==> src/rtl/homelab_video_pkg.sv <==
// Shared types and default geometry for the text-mode video fetch path.
package homelab_video_pkg;

  localparam int unsigned COLS    = 64;
  localparam int unsigned GLYPH_H = 8;
  localparam int unsigned CROM_AW = 11;

  typedef enum logic [1:0] {IDLE, FETCH, DRAIN} fetch_state_t;

  typedef logic [7:0] glyph_byte_t;

endpackage

==> src/rtl/sync_fifo.sv <==
// Synchronous FIFO with a registered head; count includes the head entry.
module sync_fifo #(
  parameter int unsigned Width = 8,
  parameter int unsigned Depth = 4,
  localparam int unsigned CntW = $clog2(Depth + 1)
) (
  input  logic             clk_i,
  input  logic             rst_ni,
  input  logic             push_i,
  input  logic [Width-1:0] wdata_i,
  input  logic             pop_i,
  output logic             valid_o,
  output logic [Width-1:0] rdata_o,
  output logic [CntW-1:0]  count_o
);

  localparam int unsigned PtrW = $clog2(Depth);

  logic [Width-1:0] mem_q [Depth];
  logic [PtrW-1:0]  wr_ptr_q, rd_ptr_q, rd_next;
  logic [CntW-1:0]  count_q, count_d;
  logic [Width-1:0] head_q, head_d;
  logic             do_pop;

  assign do_pop  = pop_i && (count_q != '0);
  assign rd_next = rd_ptr_q + PtrW'(1);

  always_comb begin
    count_d = count_q + CntW'(push_i) - CntW'(do_pop);
    head_d  = head_q;
    // Head register mirrors mem[rd_ptr]; a push into an empty slot bypasses memory.
    if (do_pop) begin
      if (count_q > CntW'(1)) head_d = mem_q[rd_next];
      else if (push_i)        head_d = wdata_i;
    end else if ((count_q == '0) && push_i) begin
      head_d = wdata_i;
    end
  end

  always_ff @(posedge clk_i) begin
    if (!rst_ni) begin
      wr_ptr_q <= '0;
      rd_ptr_q <= '0;
      count_q  <= '0;
      head_q   <= '0;
    end else begin
      if (push_i) wr_ptr_q <= wr_ptr_q + PtrW'(1);
      if (do_pop) rd_ptr_q <= rd_next;
      count_q <= count_d;
      head_q  <= head_d;
    end
  end

  always_ff @(posedge clk_i) begin
    if (push_i) mem_q[wr_ptr_q] <= wdata_i;
  end

  assign valid_o = (count_q != '0);
  assign rdata_o = head_q;
  assign count_o = count_q;

endmodule

==> src/rtl/char_row_fetch.sv <==
// Fetches one text scanline (codes from video RAM, glyphs from char ROM) into a pixel stream.
// Optional INVERSE_VIDEO_EN: code bit 7 selects a bit-inverted glyph byte.
module char_row_fetch
  import homelab_video_pkg::*;
#(
  parameter int unsigned VRAM_AW    = 11,
  parameter int unsigned VRAM_BASE  = 0,
  parameter int unsigned COLS       = homelab_video_pkg::COLS,
  parameter int unsigned GLYPH_H    = homelab_video_pkg::GLYPH_H,
  parameter int unsigned FIFO_DEPTH = 4
) (
  input  logic               clock,
  input  logic               reset_n,
  input  logic               line_start,
  input  logic [7:0]         line_num,
  output logic               vram_cs,
  output logic [VRAM_AW-1:0] vram_addr,
  input  logic [7:0]         vram_q,
  output logic [CROM_AW-1:0] crom_addr,
  input  logic [7:0]         crom_q,
  output logic               pix_valid,
  input  logic               pix_ready,
  output logic [7:0]         pix_data,
  output logic               busy,
  output logic               line_done
);

  localparam int unsigned ColW = $clog2(COLS);
  localparam int unsigned CntW = $clog2(FIFO_DEPTH + 1);

  fetch_state_t       state_q, state_d;
  logic [7:0]         char_row_q, char_row_d;
  logic [2:0]         glyph_row_q, glyph_row_d;
  logic [ColW-1:0]    col_q, col_d;
  logic               vram_cs_q, vram_cs_d;
  logic [VRAM_AW-1:0] vram_addr_q, vram_addr_d;
  logic               busy_q, busy_d;
  logic               line_done_q, line_done_d;
  logic               s1_q, s2_q;
  logic [CntW-1:0]    fifo_count;
  logic               fifo_pop, credit_ok, pipe_empty;
  glyph_byte_t        push_data;

  function automatic logic [VRAM_AW-1:0] row_addr(input logic [7:0] row,
                                                  input logic [ColW-1:0] col);
    return VRAM_AW'(VRAM_BASE + 32'(row) * COLS + 32'(col));
  endfunction

  assign fifo_pop   = pix_valid && pix_ready;
  assign pipe_empty = !vram_cs_q && !s1_q && !s2_q;
  // Every fetch in flight already owns a FIFO slot, so a push can never overflow.
  assign credit_ok  = (32'(vram_cs_q) + 32'(s1_q) + 32'(s2_q) + 32'(fifo_count))
                      < (FIFO_DEPTH + 32'(fifo_pop));

  always_comb begin
    state_d     = state_q;
    char_row_d  = char_row_q;
    glyph_row_d = glyph_row_q;
    col_d       = col_q;
    vram_cs_d   = 1'b0;
    vram_addr_d = vram_addr_q;
    busy_d      = busy_q;
    line_done_d = 1'b0;
    unique case (state_q)
      IDLE: begin
        if (line_start) begin
          char_row_d  = 8'(32'(line_num) / GLYPH_H);
          glyph_row_d = 3'(32'(line_num) % GLYPH_H);
          vram_cs_d   = 1'b1;
          vram_addr_d = row_addr(char_row_d, '0);
          col_d       = ColW'(1);
          busy_d      = 1'b1;
          state_d     = FETCH;
        end
      end
      FETCH: begin
        if (credit_ok) begin
          vram_cs_d   = 1'b1;
          vram_addr_d = row_addr(char_row_q, col_q);
          col_d       = col_q + ColW'(1);
          if (col_q == ColW'(COLS - 1)) state_d = DRAIN;
        end
      end
      DRAIN: begin
        if (pipe_empty && ((fifo_count == '0) || ((fifo_count == CntW'(1)) && fifo_pop))) begin
          line_done_d = 1'b1;
          busy_d      = 1'b0;
          state_d     = IDLE;
        end
      end
      default: state_d = IDLE;
    endcase
  end

  always_ff @(posedge clock) begin
    if (!reset_n) begin
      state_q     <= IDLE;
      char_row_q  <= '0;
      glyph_row_q <= '0;
      col_q       <= '0;
      vram_cs_q   <= 1'b0;
      vram_addr_q <= '0;
      busy_q      <= 1'b0;
      line_done_q <= 1'b0;
      s1_q        <= 1'b0;
      s2_q        <= 1'b0;
    end else begin
      state_q     <= state_d;
      char_row_q  <= char_row_d;
      glyph_row_q <= glyph_row_d;
      col_q       <= col_d;
      vram_cs_q   <= vram_cs_d;
      vram_addr_q <= vram_addr_d;
      busy_q      <= busy_d;
      line_done_q <= line_done_d;
      s1_q        <= vram_cs_q;
      s2_q        <= s1_q;
    end
  end

`ifdef INVERSE_VIDEO_EN
  logic inv_q;

  always_ff @(posedge clock) begin
    if (!reset_n)  inv_q <= 1'b0;
    else if (s1_q) inv_q <= vram_q[7];
  end

  assign crom_addr = s1_q ? {1'b0, vram_q[6:0], glyph_row_q} : '0;
  assign push_data = crom_q ^ {8{inv_q}};
`else
  assign crom_addr = s1_q ? {vram_q, glyph_row_q} : '0;
  assign push_data = crom_q;
`endif

  sync_fifo #(
    .Width (8),
    .Depth (FIFO_DEPTH)
  ) u_fifo (
    .clk_i   (clock),
    .rst_ni  (reset_n),
    .push_i  (s2_q),
    .wdata_i (push_data),
    .pop_i   (fifo_pop),
    .valid_o (pix_valid),
    .rdata_o (pix_data),
    .count_o (fifo_count)
  );

  assign vram_cs   = vram_cs_q;
  assign vram_addr = vram_addr_q;
  assign busy      = busy_q;
  assign line_done = line_done_q;

endmodule

==> config.mk <==
export PLATFORM = sky130hd
export DESIGN_NAME = char_row_fetch
export DESIGN_NICKNAME = d
export VERILOG_FILES = /design/src/rtl/homelab_video_pkg.sv /design/src/rtl/sync_fifo.sv /design/src/rtl/char_row_fetch.sv
export SDC_FILE = /design/constraint.sdc
export NUM_CORES = 1
export LEC_CHECK = 0
export CAP_MARGIN = 20
export CORE_ASPECT_RATIO = 0.8
export CORE_UTILIZATION = 28
export DETAILED_ROUTE_END_ITERATION = 7
export PLACE_DENSITY_LB_ADDON = 0.05
export SETUP_SLACK_MARGIN = 0.5
export SLEW_MARGIN = 20
export SYNTH_ARGS = -nofsm -noshare
export SYNTH_HDL_FRONTEND = slang
export SYNTH_SLANG_ARGS = --single-unit
==> constraint.sdc <==
create_clock -name clock -period 5.5 [get_ports clock]
set_input_delay 0.825 -clock clock [delete_from_list [all_inputs] [get_ports clock]]
set_output_delay 0.825 -clock clock [all_outputs]
set_load 0.05 [all_outputs]
==> results.toml, run 1 <==
[run_status]
status = "finished clean"

[logic_synthesis]
synthArstFlopShare = 0
synth_simple_gate_area_frac = 0.139
synth_edf_count = 32
synthDistinctLibCells = 50
yosys_warnings = 0
synth-seq-cells = 79
synth_fa_ha_area_frac = 0.0596
synth.area.mux_share = 0.0766
ys.flop_type = "dfxtp_1"
yosys.area.top_type = "edfxtp_1"
synth_compound_area_frac = 0.132
synthCells = 302
syn_nets = 345
synth_top_area_frac = 0.272
synthXorXnorAreaFrac = 0.0145
synthTopCellsByArea = "edfxtp_1 27%, dfxtp_1 27%, mux4_2 5.1%"
yosysMostFrequentCell = "dfxtp_1"
synth_top_family_by_area = "simple AND/OR/NAND/NOR gates"
syn_area_mm2 = 0.00353
avgSynthCellArea_um2 = 11.7
ys_seq_area_frac = 0.539
synth_common_cells = "47 x dfxtp_1, 32 x edfxtp_1, 32 x nand2_1"

[route]
vias = 2495
drt-vias-per-instance = 4.67
dr.first_iter.drc_count = 111
ant_nets = 0
drc = 0
wl_mm = 8.58
drt_first_pass_iters = 4
detail_route.wl_per_cell_um = 16.1

[worst_setup_path]
cp_slowest_cell = "o31ai_4"
cp-start-kind = "flip-flop"
end_kind = "flip-flop"
required_ns = 5.72
critPathKind = "flip-flop to flip-flop"
crit_arrival_ns = 3.30
path_cells = "fa_1, ha_1, inv_1, fa_1, nand2_1, o31ai_4, a21oi_2, a311o_1"
crit_path_frequent_cell = "fa_1"
cp_slowest_stage_delay_ns = 0.66
crit_fanout = 17

[layout]
antenna_cells = 0
synthToLayoutAreaGrowth_pct = 29.6
drive_gt1_frac = 0.0964
nFillCells = 1204
final_core_util = 0.374
num-nets-final = 401

[timing]
setup_viol_count_final = 0
hold_viol = 0
post-route-min-period_ns = 3.08
rsz0062_at_grt = "false"
fin_worst_skew_ns = 0.00807
tightestPinTransition_ns = 0.816
fin_crit_sh = 0.559
max_freq_ghz = 0.325
setup_tns_ns = 0
drv_slew = 0
slew_headroom = 0.456

[pwr]
netSwitchingFraction = 0.334
p_leak_nw = 1.53
seq_power_share = 0.397
ir_drop_v = 0.000151
clockPowerShare = 0.342
p_per_area_mw_per_mm2 = 390
intPower_mw = 1.19
switching_power_mw = 0.596
comb_power_share = 0.261

[clock_tree]
cts_buffers = 9
clock_tree.buffer_depth = 2
cts_setup_buffers = 0
cts_hold_buffers = 0
cts-resized-gates = 0
cts.root.buffer_cell = "clkbuf_16"
htree_levels = 3
insertion_delay_ns = 0.34
clk_pin_slew_ns = 0.06
clock_sinks = 79
cts_tree = "done"

[grt]
grt_pass1_wl_mm = 13.9
overflow = 0
grt_max_degree = 38
groute.usage.overall = 0.144
antenna_found_initial = 0
grt_pass1_vias = 2559

[floorplanning]
core_area_mm2 = 0.0122
io-pin-count = 62
die_w_um = 127
die-area_mm2 = 0.0131
num_rows = 36
die_y_um = 102
start_util = 0.289

[placement]
gp_congestion = 0.694
io_buffers = 61
place_hpwl_mm = 5.79

[hold_path]
min_path_type = "flip-flop to flip-flop"

[flow_run]
maxCapViolCount = 0
## kinds of logic after synthesis
kind of cell / after synthesis
compound gates: 62
xor+xnor: 5
fa+ha+maj: 15
buf+inv: 29
flops: 79
mux: 17
simple gates: 95
## worst max-delay path: cells and delay by family (launching register included)
kind,cells,cell delay (ns)
AND/OR/NAND/NOR,1,0.10
AO/OA/AOI/OAI,3,1.19
buffers and inverters,1,0.05
adder cells (fa/ha/maj),3,1.18
flip-flops,1,0.43
## power by group through the flow
stage	logic (mW)	clock network (mW)	registers (mW)
4_1_cts	0.473	0.625	0.711
5_1_grt	0.515	0.648	0.718
2_1_floorplan	0.314	0	0.741
6_report	0.466	0.610	0.708
3_3_place_gp	0.469	0	0.723
3_5_place_dp	0.470	0	0.724
## placed cells by master, fill, tap and decap left out, types with 7 or more instances in the layout
cell and instances:
clkdlybuf4s50_1 61, dfxtp_1 47, nand2_1 32, edfxtp_1 32, a21oi_1 18, and2_1 17, inv_1 12, nor2_1 12
ha_1 12, nand4_1 9, mux2i_1 9, clkbuf_16 9, o211ai_1 8, mux4_2 8, o2bb2ai_1 8, nand3_1 7
## layout make-up
| cell class | count | area (um2) | area share |
|---|---|---|---|
| Timing Repair Buffer | 61 | 611 | 0.134 |
| Clock buffer | 9 | 225 | 0.0493 |
| Tap cell | 171 | 214 | 0.0468 |
| Inverter | 13 | 48.8 | 0.0107 |
| Multi-Input combinational cell | 194 | 1490 | 0.326 |
| Sequential cell | 79 | 1900 | 0.416 |
| Clock inverter | 7 | 78.8 | 0.0172 |
## flip-flops by register name (all words and copies together) (netlist names)
name,cells
char_row_q,5
s2_q,1
s1_q,1
u_fifo.wr_ptr_q,2
state_q,2
line_done,1
col_q,6
u_fifo.rd_ptr_q,2
u_fifo.count_o,3
u_fifo.mem_q,32
busy,1
glyph_row_q,3
u_fifo.rdata_o,8
vram_addr,11
vram_cs,1
## final timing paths
check / depth (start not counted) / slack [ns] / endpoint / from
max: 8 / 2.42 / col_q[5]$_SDFFE_PN0P_ / s1_q$_SDFF_PN0_
min: 2 / 0.45 / glyph_row_q[2]$_SDFFE_PN0P_ / glyph_row_q[2]$_SDFFE_PN0P_
max reg2reg: 8 / 2.42 / col_q[5]$_SDFFE_PN0P_ / s1_q$_SDFF_PN0_
min reg2reg: 2 / 0.45 / glyph_row_q[2]$_SDFFE_PN0P_ / glyph_row_q[2]$_SDFFE_PN0P_
## routing by layer
| metal | vias up | global-route usage | part of all wire |
|---|---|---|---|
| li1 | 1225 | - | - |
| met1 | 1212 | 0.205 | 0.55 |
| met2 | 51 | 0.208 | 0.40 |
| met3 | 7 | 0.0419 | 0.040 |
| met4 | 0 | 0.0467 | 0.012 |
| met5 | - | 0 | 0 |
## per-stage QoR
step	hold slack, ns	std cells	area (um2)	worst slack (ns)	total power [mW]
2_1_floorplan	0.432	302	3530	2.80	1.05
3_3_place_gp	0.445	518	4260	2.47	1.19
3_5_place_dp	0.449	518	4260	2.39	1.19
4_1_cts	0.458	534	4570	2.38	1.81
5_1_grt	0.481	534	4570	2.24	1.88
6_report	0.450	534	4570	2.42	1.78
Note: power is estimated with default switching activity, not from simulation.
==> run 2, diff against run 1 <==
==> constraint.sdc (replaced) <==
create_clock -name clock -period 3 [get_ports clock]
set_input_delay 0.45 -clock clock [delete_from_list [all_inputs] [get_ports clock]]
set_output_delay 0.45 -clock clock [all_outputs]
set_load 0.05 [all_outputs]
==> results.toml, run 2 (synthesis results as in run 1) <==
[hold_path]
worstHoldEndpoint = "glyph_row_q[1]$_SDFFE_PN0P_"
min_from = "glyph_row_q[1]$_SDFFE_PN0P_"
min_path_type = "flip-flop to flip-flop"
hold-path-cell-count = 2

[grt]
grt_pass1_wl_mm = 13.8
groute.usage.overall = 0.142
grt_pass1_vias = 2534
overflow = 0
grt_max_degree = 17
antenna_found_initial = 0

[worst_setup_path]
cp-start-kind = "flip-flop"
crit_fanout = 8
cp_slowest_stage_delay_ns = 0.55
cp_slowest_cell = "fa_1"
startpoint = "s1_q$_SDFF_PN0_"
path_cells = "fa_1, ha_2, inv_2, fa_1, nand2_2, o31a_1, o21ai_4, buf_12, a311oi_2"
end_kind = "flip-flop"
critPathKind = "flip-flop to flip-flop"
crit_path_frequent_cell = "fa_1"
crit_family = "adder cells"
required_ns = 3.22
ff2ff_path_depth = 9
rrSetupSlack_ns = 0.38
worstReg2RegEnd = "vram_addr[6]$_SDFFE_PN0P_"
path_buf_inv = 2
crit_arrival_ns = 2.84
r2r-start = "s1_q$_SDFF_PN0_"

[clock_tree]
clock_sinks = 79
htree_levels = 3
clock_tree.buffer_depth = 2
cts_tree = "done"
cts_hold_buffers = 0
clk_pin_slew_ns = 0.06
cts_buffers = 9
insertion_delay_ns = 0.34
cts.root.buffer_cell = "clkbuf_16"

[route]
drc = 0
vias = 2538
wl_mm = 8.46
dr.first_iter.drc_count = 104
detail_route.wl_per_cell_um = 15.4
drt-vias-per-instance = 4.61
ant_nets = 0
drt_first_pass_iters = 4

[flow_run]
maxCapViolCount = 0

[floorplanning]
die_w_um = 127
core_area_mm2 = 0.0122
die-area_mm2 = 0.0131
start_util = 0.289
die_y_um = 102
num_rows = 36
io-pin-count = 62

[timing]
fin_worst_skew_ns = 0.00654
setup_tns_ns = 0
hold_viol = 0
fin_crit_sh = 0.873
drv_slew = 0
tightestPinTransition_ns = 0.656
max_freq_ghz = 0.382
setup_viol_count_final = 0
post-route-min-period_ns = 2.62
slew_headroom = 0.562
rsz0062_at_grt = "true"

[layout]
num-nets-final = 417
largest_reg_flops = 32
mostFrequentLayoutCells = "60 x clkdlybuf4s50_1, 44 x dfxtp_1, 32 x edfxtp_1"
layoutNonFillerInstCount = 550
antenna_cells = 0
final_common_cell = "clkdlybuf4s50_1"
synthToLayoutAreaGrowth_pct = 34.6
nFillCells = 1182
final_cell_area_mm2 = 0.00475
final_core_util = 0.389
regMostFlops = "u_fifo.mem_q"
drive_gt1_frac = 0.166

[placement]
gp_congestion = 0.727
place_hpwl_mm = 5.78
dp.cells = 528
io_buffers = 61
postPlaceCellArea_mm2 = 0.00435

[pwr]
p_leak_nw = 1.63
p_per_area_mw_per_mm2 = 698
ir_drop_v = 0.000315
finalPower_mw = 3.31

[run_status]
status = "finished clean"
==> run 2: cell count changes in the layout (fill, tap and decap cells not counted), moves of 2 or more <==
cell        previous run  this run
a311oi_1               5         1
buf_4                  0        13
dfxtp_1               47        44
buf_6                  0         2
clkinv_4               0         2
clkinvlp_4             3         1
dfxtp_2                0         2
a311oi_2               0         4
==> run 2: area by class of cell <==
cell class              count  area, um2  area share
clock buffers               9        225      0.0474
repair buffers             77        753       0.159
flip-flops and latches     79       1910       0.402
multi-input cells         194       1540       0.323
clock inverters             7       62.6      0.0132
inverters                  13       48.8      0.0103
well taps                 171        214      0.0451
==> run 2: worst min-delay path, stage by stage, from the launching register on <==
cell	delay [ns]
dfxtp_1	0.31
nand2_1	0.05
a21oi_1	0.05
==> run 2: layer usage <==
layer,wire length [um],GRT usage,share of wire,vias to the layer above
li1,-,-,-,1253
met4,62,0.0412,0.0073,0
met1,4450,0.204,0.53,1230
met5,0,0,0,-
met2,3590,0.203,0.42,49
met3,349,0.0461,0.041,6
==> run 2: worst max-delay path by stage <==
| stage | slack [ns] | cells past startpoint | end |
|---|---|---|---|
| 4_1_cts | 0.42 | 8 | vram_addr[9]$_SDFFE_PN0P_ |
| 3_3_place_gp | 0.32 | 9 | state_q[0]$_SDFFE_PN0P_ |
| 6_report | 0.38 | 9 | vram_addr[6]$_SDFFE_PN0P_ |
| 5_1_grt | 0.28 | 9 | col_q[2]$_SDFFE_PN0P_ |
| 3_5_place_dp | 0.29 | 9 | col_q[0]$_SDFFE_PN0P_ |
| 2_1_floorplan | 0.46 | 8 | col_q[5]$_SDFFE_PN0P_ |
==> run 2: per-stage QoR <==
step                hold WS [ns]  setup slack (ns)
floorplan                  0.432             0.461
global placement           0.442             0.316
detailed placement         0.444             0.294
CTS                        0.453             0.423
global route               0.479             0.285
finish                     0.450             0.381
==> run 2: power breakdown <==
group,switching (mW),leakage [nW],internal (mW),total (mW)
logic,0.540,0.821,0.417,0.957
clock network,0.482,0.139,0.578,1.06
registers,0.105,0.674,1.19,1.30
==> run 2: what timing repair did <==
item | CTS | global route
endpoints found under the hold margin | 0 | 0
setup endpoints to repair | 19 | 20
buffers inserted | 2 | 4
pin swaps | 8 | 17
gates resized for setup | 1 | 10
==> run 3, diff against run 2 <==
--- a/config.mk
+++ b/config.mk
@@ -7,7 +7,7 @@
 export LEC_CHECK = 0
 export CAP_MARGIN = 20
 export CORE_ASPECT_RATIO = 0.8
-export CORE_UTILIZATION = 28
+export CORE_UTILIZATION = 52
 export DETAILED_ROUTE_END_ITERATION = 7
 export PLACE_DENSITY_LB_ADDON = 0.05
 export SETUP_SLACK_MARGIN = 0.5
==> results.toml, run 3 (synthesis results as in run 1) <==
[run_status]
status = "finished clean"

[grt]
grt_max_degree = 20
grt_pass1_wl_mm = 11.9
antenna_found_initial = 0
overflow = 0
groute.usage.overall = 0.227
grt_pass1_vias = 2396

[floorplanning]
io-pin-count = 62
die_y_um = 75.7
core_area_mm2 = 0.00647
die-area_mm2 = 0.00712
num_rows = 26
start_util = 0.545
die_w_um = 94.1

[layout]
final_common_cell = "clkdlybuf4s50_1"
mostFrequentLayoutCells = "60 x clkdlybuf4s50_1, 44 x dfxtp_1, 32 x edfxtp_1"
regMostFlops = "u_fifo.mem_q"
synthToLayoutAreaGrowth_pct = 27.9
antenna_cells = 0
final_core_util = 0.697
nFillCells = 482
drive_gt1_frac = 0.142
largest_reg_flops = 32
num-nets-final = 412

[worst_setup_path]
worstReg2RegEnd = "col_q[3]$_SDFFE_PN0P_"
cp-start-kind = "flip-flop"
path_cells = "fa_1, ha_2, inv_2, fa_1, nand2_2, o31a_1, o21ai_4, o221ai_1"
crit_cells = 8
path_buf_inv = 1
ff2ff_path_depth = 8
crit_arrival_ns = 2.79
crit_family = "adder cells"
cp_slowest_cell = "fa_1"
crit_fanout = 8
critPathKind = "flip-flop to flip-flop"
cp_slowest_stage_delay_ns = 0.54
required_ns = 3.21
end_kind = "flip-flop"
rrSetupSlack_ns = 0.42
crit_path_frequent_cell = "fa_1"
r2r-start = "s1_q$_SDFF_PN0_"

[clock_tree]
clock_tree.buffer_depth = 2
cts_tree = "done"
insertion_delay_ns = 0.34
htree_levels = 3
cts.root.buffer_cell = "clkbuf_8"
cts_hold_buffers = 0
clk_pin_slew_ns = 0.08
clock_sinks = 79
cts_buffers = 9

[pwr]
p_per_area_mw_per_mm2 = 698
comb_power_share = 0.289
ir_drop_v = 0.000410
p_leak_nw = 1.58
intPower_mw = 2.13
netSwitchingFraction = 0.324
seq_power_share = 0.410
switching_power_mw = 1.02
clockPowerShare = 0.301

[hold_path]
min_path_type = "flip-flop to flip-flop"
hold-path-cell-count = 2
min_from = "glyph_row_q[0]$_SDFFE_PN0P_"
worstHoldEndpoint = "glyph_row_q[0]$_SDFFE_PN0P_"

[timing]
setup_viol_count_final = 0
drv_slew = 0
fin_worst_skew_ns = 0.00635
tightestPinTransition_ns = 0.718
setup_tns_ns = 0
slew_headroom = 0.520
rsz0062_at_grt = "true"
fin_crit_sh = 0.860
post-route-min-period_ns = 2.58
max_freq_ghz = 0.388
hold_viol = 0

[route]
detail_route.wl_per_cell_um = 16.1
drc = 0
dr.first_iter.drc_count = 122
drt_first_pass_iters = 4
ant_nets = 0
wl_mm = 7.36
drt-vias-per-instance = 5.56
vias = 2545

[placement]
io_buffers = 61
gp_congestion = 0.793
place_hpwl_mm = 5.06

[flow_run]
maxCapViolCount = 0
==> run 3: cell types whose count changed in the layout (fill, tap and decap cells not counted), moves of 2 or more <==
cell and change:
a311oi_2 -4, clkbuf_8 +9, buf_4 -4, clkbuf_16 -9, a311oi_1 +4, bufinv_16 +3, clkinv_4 -2, clkinv_2 +2
==> run 3: worst min-delay path: cells and delay by family, from the launching register on <==
family / cells / cell delay, ns
flops: 1 / 0.31
compound gates: 1 / 0.05
simple gates: 1 / 0.05
==> run 3: layout make-up <==
cell class	count	area (um2)	share of cell area
clock buffers	9	124	0.0275
flip-flops and latches	79	1910	0.423
well taps	84	105	0.0233
clock inverters	7	118	0.0261
repair buffers	72	703	0.156
inverters	13	48.8	0.0108
multi-input cells	194	1510	0.334
==> run 3: how the worst max path moves through the flow <==
stage / to / from / slack, ns
6_report: col_q[3]$_SDFFE_PN0P_ / s1_q$_SDFF_PN0_ / 0.42
5_1_grt: vram_addr[0]$_SDFFE_PN0P_ / s1_q$_SDFF_PN0_ / 0.32
4_1_cts: col_q[3]$_SDFFE_PN0P_ / s1_q$_SDFF_PN0_ / 0.43
3_5_place_dp: state_q[0]$_SDFFE_PN0P_ / s1_q$_SDFF_PN0_ / 0.32
3_3_place_gp: state_q[0]$_SDFFE_PN0P_ / s1_q$_SDFF_PN0_ / 0.37
2_1_floorplan: col_q[5]$_SDFFE_PN0P_ / vram_cs$_SDFF_PN0_ / 0.46
==> run 3: routing by layer <==
metal,wire [um],vias to the layer above,part of all wire,GRT usage
met5,0,-,0,0
met4,55,0,0.0075,0.0530
met3,475,5,0.065,0.0629
met2,3120,89,0.42,0.341
met1,3710,1207,0.50,0.331
li1,-,1244,-,-
==> run 3: repair_timing <==
item,4_1_cts,5_1_grt
cloned,0,0
buffers inserted,3,1
gates resized for setup,3,3
setup endpoints to repair,19,20
pin swaps,18,3
hold endpoints to repair,0,0
==> run 3: per-stage QoR <==
| step | power (mW) | std cells | setup slack, ns | hold WS, ns | instance area [um2] |
|---|---|---|---|---|---|
| 5_1_grt | 3.30 | 458 | 0.321 | 0.484 | 4510 |
| 4_1_cts | 3.16 | 457 | 0.430 | 0.454 | 4490 |
| 3_3_place_gp | 2.17 | 438 | 0.374 | 0.440 | 4220 |
| 6_report | 3.15 | 458 | 0.419 | 0.452 | 4510 |
| 2_1_floorplan | 1.95 | 302 | 0.461 | 0.432 | 3540 |
| 3_5_place_dp | 2.19 | 438 | 0.319 | 0.442 | 4220 |
==> run 3: power by group through the flow <==
| stage | clock (mW) | combinational, mW | sequential (mW) |
|---|---|---|---|
| final | 0.948 | 0.910 | 1.29 |
| after global routing | 1.01 | 0.990 | 1.31 |
| after CTS | 0.966 | 0.899 | 1.29 |
| after detailed placement | 0 | 0.873 | 1.32 |
| after global placement | 0 | 0.858 | 1.31 |
| after floorplan | 0 | 0.587 | 1.36 |
